`config.mk`:
```
export PLATFORM = sky130hd
export DESIGN_NAME = sub8_approx_pipe
export DESIGN_NICKNAME = d
export VERILOG_FILES = /design/src/rtl/sub8_approx_pipe.sv
export SDC_FILE = /design/constraint.sdc
export NUM_CORES = 1
export LEC_CHECK = 0
export CORE_AREA = 4 4 62 64
export CTS_BUF_LIST = sky130_fd_sc_hd__clkbuf_16
export DETAILED_ROUTE_END_ITERATION = 8
export DIE_AREA = 0 0 66 68
export HOLD_SLACK_MARGIN = 0.12
export PLACE_DENSITY_LB_ADDON = 0.05
export SYNTH_ARGS = -nofsm -noshare
export SYNTH_HDL_FRONTEND = slang
export SYNTH_SLANG_ARGS = --single-unit
```
`constraint.sdc`:
```
create_clock -name clk -period 1.95 [get_ports clk]
set_input_delay 0.195 -clock clk [delete_from_list [all_inputs] [get_ports clk]]
set_output_delay 0.195 -clock clk [all_outputs]
set_load 0.05 [all_outputs]
```
`src/rtl/sub8_approx_pipe.sv`:
```
// Two-stage pipelined 8-bit approximate subtractor (A - B) with valid/ready handshake.
// Optional error statistics (err_cnt, err_wce, stat_clr) under `define SUB8_APPROX_ERRSTAT_EN.
module sub8_approx_pipe #(
   parameter int unsigned APPROX_LSB = 4
) (
   input  logic       clk,
   input  logic       rst_n,
   input  logic       flush,
   input  logic       in_valid,
   output logic       in_ready,
   input  logic [7:0] in_a,
   input  logic [7:0] in_b,
   output logic       out_valid,
   input  logic       out_ready,
   output logic [8:0] out_d
`ifdef SUB8_APPROX_ERRSTAT_EN
   ,
   input  logic        stat_clr,
   output logic [15:0] err_cnt,
   output logic [9:0]  err_wce
`endif
);

   localparam logic [8:0] LoMask9  = (9'h1 << APPROX_LSB) - 9'h1;
   localparam logic [7:0] LoMask   = LoMask9[7:0];
   localparam logic [7:0] HiMask   = ~LoMask;
   // Selects bit K-1 of the operands; empty when K=0 so no borrow is generated.
   localparam logic [7:0] BkSel    = LoMask ^ (LoMask >> 1);
   localparam logic [8:0] BkWeight = 9'h1 << APPROX_LSB;

   logic       ready_q;
   logic       s1_valid_q, s1_valid_d;
   logic [7:0] lo_q, a_hi_q, b_hi_q;
   logic       bk_q;
   logic       out_valid_q, out_valid_d;
   logic [8:0] out_d_q;
   logic [8:0] hi_diff;
   logic       s1_advance, in_fire, s2_load;

   assign s1_advance = ~out_valid_q | out_ready;
   assign in_ready   = ready_q & ~flush & (~s1_valid_q | s1_advance);
   assign in_fire    = in_valid & in_ready;
   assign s2_load    = s1_valid_q & s1_advance & ~flush;

   // Operand low fields are zero, so bits below K of the difference are zero as well.
   assign hi_diff = {1'b0, a_hi_q} - {1'b0, b_hi_q} - (bk_q ? BkWeight : 9'h000);

   always_comb begin
      s1_valid_d  = s1_valid_q;
      out_valid_d = out_valid_q;
      if (flush) begin
         s1_valid_d  = 1'b0;
         out_valid_d = 1'b0;
      end else begin
         if (in_fire) begin
            s1_valid_d = 1'b1;
         end else if (s1_advance) begin
            s1_valid_d = 1'b0;
         end
         if (s2_load) begin
            out_valid_d = 1'b1;
         end else if (out_ready) begin
            out_valid_d = 1'b0;
         end
      end
   end

   always_ff @(posedge clk or negedge rst_n) begin
      if (!rst_n) begin
         ready_q     <= 1'b0;
         s1_valid_q  <= 1'b0;
         out_valid_q <= 1'b0;
      end else begin
         ready_q     <= 1'b1;
         s1_valid_q  <= s1_valid_d;
         out_valid_q <= out_valid_d;
      end
   end

   always_ff @(posedge clk or negedge rst_n) begin
      if (!rst_n) begin
         lo_q   <= '0;
         bk_q   <= 1'b0;
         a_hi_q <= '0;
         b_hi_q <= '0;
      end else if (in_fire) begin
         lo_q   <= (in_a ^ in_b) & LoMask;
         bk_q   <= |(~in_a & in_b & BkSel);
         a_hi_q <= in_a & HiMask;
         b_hi_q <= in_b & HiMask;
      end
   end

   always_ff @(posedge clk or negedge rst_n) begin
      if (!rst_n) begin
         out_d_q <= '0;
      end else if (s2_load) begin
         out_d_q <= hi_diff | {1'b0, lo_q};
      end
   end

   assign out_valid = out_valid_q;
   assign out_d     = out_d_q;

`ifdef SUB8_APPROX_ERRSTAT_EN
   logic [8:0]  exact_s1_q, exact_s2_q;
   logic [15:0] err_cnt_q, err_cnt_d;
   logic [9:0]  err_wce_q, err_wce_d;
   logic [9:0]  err_delta, err_abs;
   logic        out_fire;

   assign out_fire  = out_valid_q & out_ready;
   // Sign-extend both 9-bit results so the 10-bit difference cannot overflow.
   assign err_delta = {out_d_q[8], out_d_q} - {exact_s2_q[8], exact_s2_q};
   assign err_abs   = err_delta[9] ? (10'd0 - err_delta) : err_delta;

   always_comb begin
      err_cnt_d = err_cnt_q;
      err_wce_d = err_wce_q;
      if (stat_clr) begin
         err_cnt_d = '0;
         err_wce_d = '0;
      end else if (out_fire) begin
         if (out_d_q != exact_s2_q && err_cnt_q != 16'hFFFF) begin
            err_cnt_d = err_cnt_q + 16'd1;
         end
         if (err_abs > err_wce_q) begin
            err_wce_d = err_abs;
         end
      end
   end

   always_ff @(posedge clk or negedge rst_n) begin
      if (!rst_n) begin
         exact_s1_q <= '0;
         exact_s2_q <= '0;
         err_cnt_q  <= '0;
         err_wce_q  <= '0;
      end else begin
         if (in_fire) begin
            exact_s1_q <= {1'b0, in_a} - {1'b0, in_b};
         end
         if (s2_load) begin
            exact_s2_q <= exact_s1_q;
         end
         err_cnt_q <= err_cnt_d;
         err_wce_q <= err_wce_d;
      end
   end

   assign err_cnt = err_cnt_q;
   assign err_wce = err_wce_q;
`endif

endmodule

```
==> summary.txt <==
Outcome
  • Status: finished, final reports clean

Yosys
  • Largest family of logic cells by synthesized area: multiplexers
  • Mux contribution to synthesized area: 16.5%
  • Distinct cells, synth: 28
  • Yosys warnings: 0
  • Mean Syn Cell Area: 12.5 sq um
  • Post-Synth Simple-Gate Area: 5.43%
  • Syn Inst Count: 101
  • Post-synthesis adder-cell area fraction: 8.50%
  • Synth Cell Area: 1270 sq um
  • Post-Syn Nets: 130
  • Sequential share of the synthesized area: 49.4%
  • Synth Area in Compound Gates: 10.8%
  • XOR/XNOR Fraction of Synth Area: 2.08%
  • Seq cells post-synth: 25

STA
  • RSZ-0062 raised after global routing: false
  • WHS: 0.302 ns
  • Slew Limit Fails: 0
  • Final count of negative-setup-slack endpoints: 0
  • Clock Skew: 0.00134 ns
  • Period utilization: 92.7%
  • Fmax: 0.553 GHz
  • Fin. Hold Viols: 0
  • Min Tclk post-route: 1.81 ns
  • Post-route setup slack: 0.142 ns
  • Post-Route Setup TNS: 0 ns
  • Worst-Margin Slew: 0.499 ns
  • Relative slew margins: 66.6%

Clock network
  • Post-CTS sizing: 0
  • Worst-path clk slew: 0.06 ns
  • Clock Sinks: 25
  • CTS max path bufs: 2
  • Worst-Skew Late Latency: 0.26 ns
  • Total CTS buffers: 3
  • TritonCTS clock tree: built
  • Post-CTS Setup Inserts: 0
  • Clk root buf: clkbuf_16
  • Hold Buf Count CTS: 0
  • H-tree Lvls: 1

Floorplanning
  • FP Rows: 21
  • Core area: 3280 sq um
  • Top-Level Pins: 32
  • Die height: 68 um
  • Die area: 4490 sq um
  • Starting Density: 38.6%
  • Chip Width: 66 um

Route
  • DR DRC count: 0
  • Vias per inst: 4.58
  • Initial detailed-routing violation count: 10
  • First-pass DRT Iterations: 4
  • DR WL/cell: 12.0 um
  • Routed WL: 2.16 mm
  • Antenna Nets Post-Route: 0
  • Vias post-DR: 825

Power and ir drop
  • Sw Ratio: 36.1%
  • Combinational share of power: 44.1%
  • Sequential Power Share: 34.6%
  • P_sw: 0.753 mW
  • Max IR drop VDD: 376 uV
  • Clock share of power: 21.3%
  • Internal: 1.33 mW
  • Power per cell area: 1220 nW/um^2
  • Leak: 0.802 nW

Cells and area
  • Number of fill cells: 303
  • Register area: 626 sq um
  • Share of cells above drive strength 1: 20.9%
  • P&R area growth vs syn: 35.3%
  • Nets: 164
  • Area of the multi-input gates: 567 sq um
  • Antenna cell count: 0

Global routing
  • Initial antenna violation count: 0
  • Largest net degree at the start of global routing: 26
  • First-pass GRT wire length: 3.66 mm
  • Total grt overflow: 0
  • Number of global-route vias before repair: 812
  • Total Routing Usage GR: 11.1%

Critical path
  • CP cell instances: inv_1, fa_2, inv_2, ha_4, o211a_1, or3_1, a31oi_1
  • Top delay family on crit path: adder cells
  • CP arrival: 1.99 ns
  • Crit end category: register
  • CP Buf/Inv Count: 2
  • Kind of critical path: reg2reg
  • CP Max Fanout: 4
  • Critical-path top delay cell: fa_2
  • CP required: 2.13 ns
  • CP max stage delay: 0.38 ns
  • Startpoint type of the worst setup path: register

Placement
  • Buffers on Ports: 31
  • Post-place setup slack: 0.0464 ns
  • RePlAce Congestion: 0.726
  • Dpl hpwl: 1.63 mm

Worst hold path
  • Worst min-delay path category: in2async

Run
  • Max Cap Viol: 0
[layout by cell type (no fill, tap or decap), types with 2 or more instances in the layout]
| cell type | count |
|---|---|
| buf_4 | 2 |
| clkbuf_16 | 3 |
| clkdlybuf4s50_1 | 30 |
| dfrtp_1 | 25 |
| ha_1 | 6 |
| inv_1 | 13 |
| mux2_2 | 7 |
| mux2_4 | 8 |
| nand2b_1 | 3 |
| nor2_1 | 3 |
| nor3_1 | 2 |
| o21a_1 | 2 |
| o21ai_0 | 10 |
| o31ai_1 | 2 |
| xor2_1 | 3 |
[layout make-up]
class                           instances  area share (%)
Sequential cell                        25            36.5
Multi-Input combinational cell         59            33.1
Timing Repair Buffer                   33            19.6
Clock buffer                            3            4.38
Tap cell                               46            3.36
Inverter                               13            2.85
Clock inverter                          1           0.219
[flip-flops by register name (all words and copies together), names as in the netlist]
name and count:
bk_q 1, s1_valid_q 1, a_hi_q 4, b_hi_q 4
out_d 9, out_valid 1, lo_q 4, ready_q 1
[metal layers]
layer | vias to the layer above | global-route usage [%] | part of all wire [%]
met5 | - | 0 | 0
met4 | 0 | 4.57 | 1.4
met3 | 5 | 3.45 | 6.5
met2 | 17 | 18.1 | 48
met1 | 400 | 13.5 | 44
li1 | 403 | - | -
[worst reg2reg max path, cell delays in order (launching register included)]
cell     delay [ns]
dfrtp_1        0.34
inv_1          0.06
fa_2           0.38
inv_2          0.08
ha_4           0.20
o211a_1        0.21
or3_1          0.30
a31oi_1        0.16
[worst paths after layout]
check	start	end	slack (ns)	cells past startpoint
min in group clk	lo_q[0]	lo_q[0]	0.50	1
min reg2reg	lo_q[0]	lo_q[0]	0.50	1
max in group asynchronous	rst_n	lo_q[2]	1.41	2
max	a_hi_q[4]	out_d[8]	0.14	7
min	rst_n	out_valid	0.30	2
max reg2reg	a_hi_q[4]	out_d[8]	0.14	7
[per-stage QoR]
stage | cell area [sq um] | instances | utilization [%] | power, mW
after floorplan | 1270 | 101 | - | 1.35
after global placement | 1620 | 176 | 49.3 | 1.63
after detailed placement | 1620 | 176 | 49.3 | 1.64
after CTS | 1700 | 180 | 51.7 | 2.09
after global routing | 1710 | 180 | 52.2 | 2.21
final | 1710 | 180 | 52.2 | 2.09
[Yosys cell counts]
cell type / count / area, sq um
or3_1: 1 / 6.26
buf_12: 1 / 20.0
buf_6: 1 / 11.3
o21ai_0: 10 / 50.1
mux2i_1: 1 / 10.0
nor2_1: 3 / 11.3
nor2b_4: 1 / 13.8
clkbuf_1: 1 / 3.75
o31ai_1: 2 / 15.0
nor3_1: 2 / 10.0
o21ba_2: 1 / 10.0
xor2_1: 3 / 26.3
a31oi_1: 1 / 6.26
fa_1: 1 / 20.0
dfrtp_1: 25 / 626
buf_2: 1 / 5.00
o21a_1: 2 / 15.0
mux2_2: 7 / 78.8
or2b_2: 1 / 8.76
nand2b_1: 3 / 18.8
a21oi_1: 1 / 5.00
a21o_1: 1 / 7.51
mux2_4: 8 / 120
ha_1: 7 / 87.6
o211a_1: 1 / 10.0
conb_1: 1 / 3.75
inv_1: 13 / 48.8
a211o_4: 1 / 17.5
[power groups by stage]
stage | clock (mW) | sequential, mW | combinational (mW)
final | 0.444 | 0.723 | 0.920
after global routing | 0.479 | 0.741 | 0.990
after CTS | 0.463 | 0.726 | 0.906
after detailed placement | 0 | 0.734 | 0.905
after global placement | 0 | 0.728 | 0.902
after floorplan | 0 | 1.00 | 0.348
[kinds of logic after synthesis]
group	after synthesis
fa+ha+maj	8
simple gates	11
flops	25
xor+xnor	3
compound gates	20
other cells	1
buf+inv	17
mux	16
Note: power is estimated with default switching activity, not from simulation.
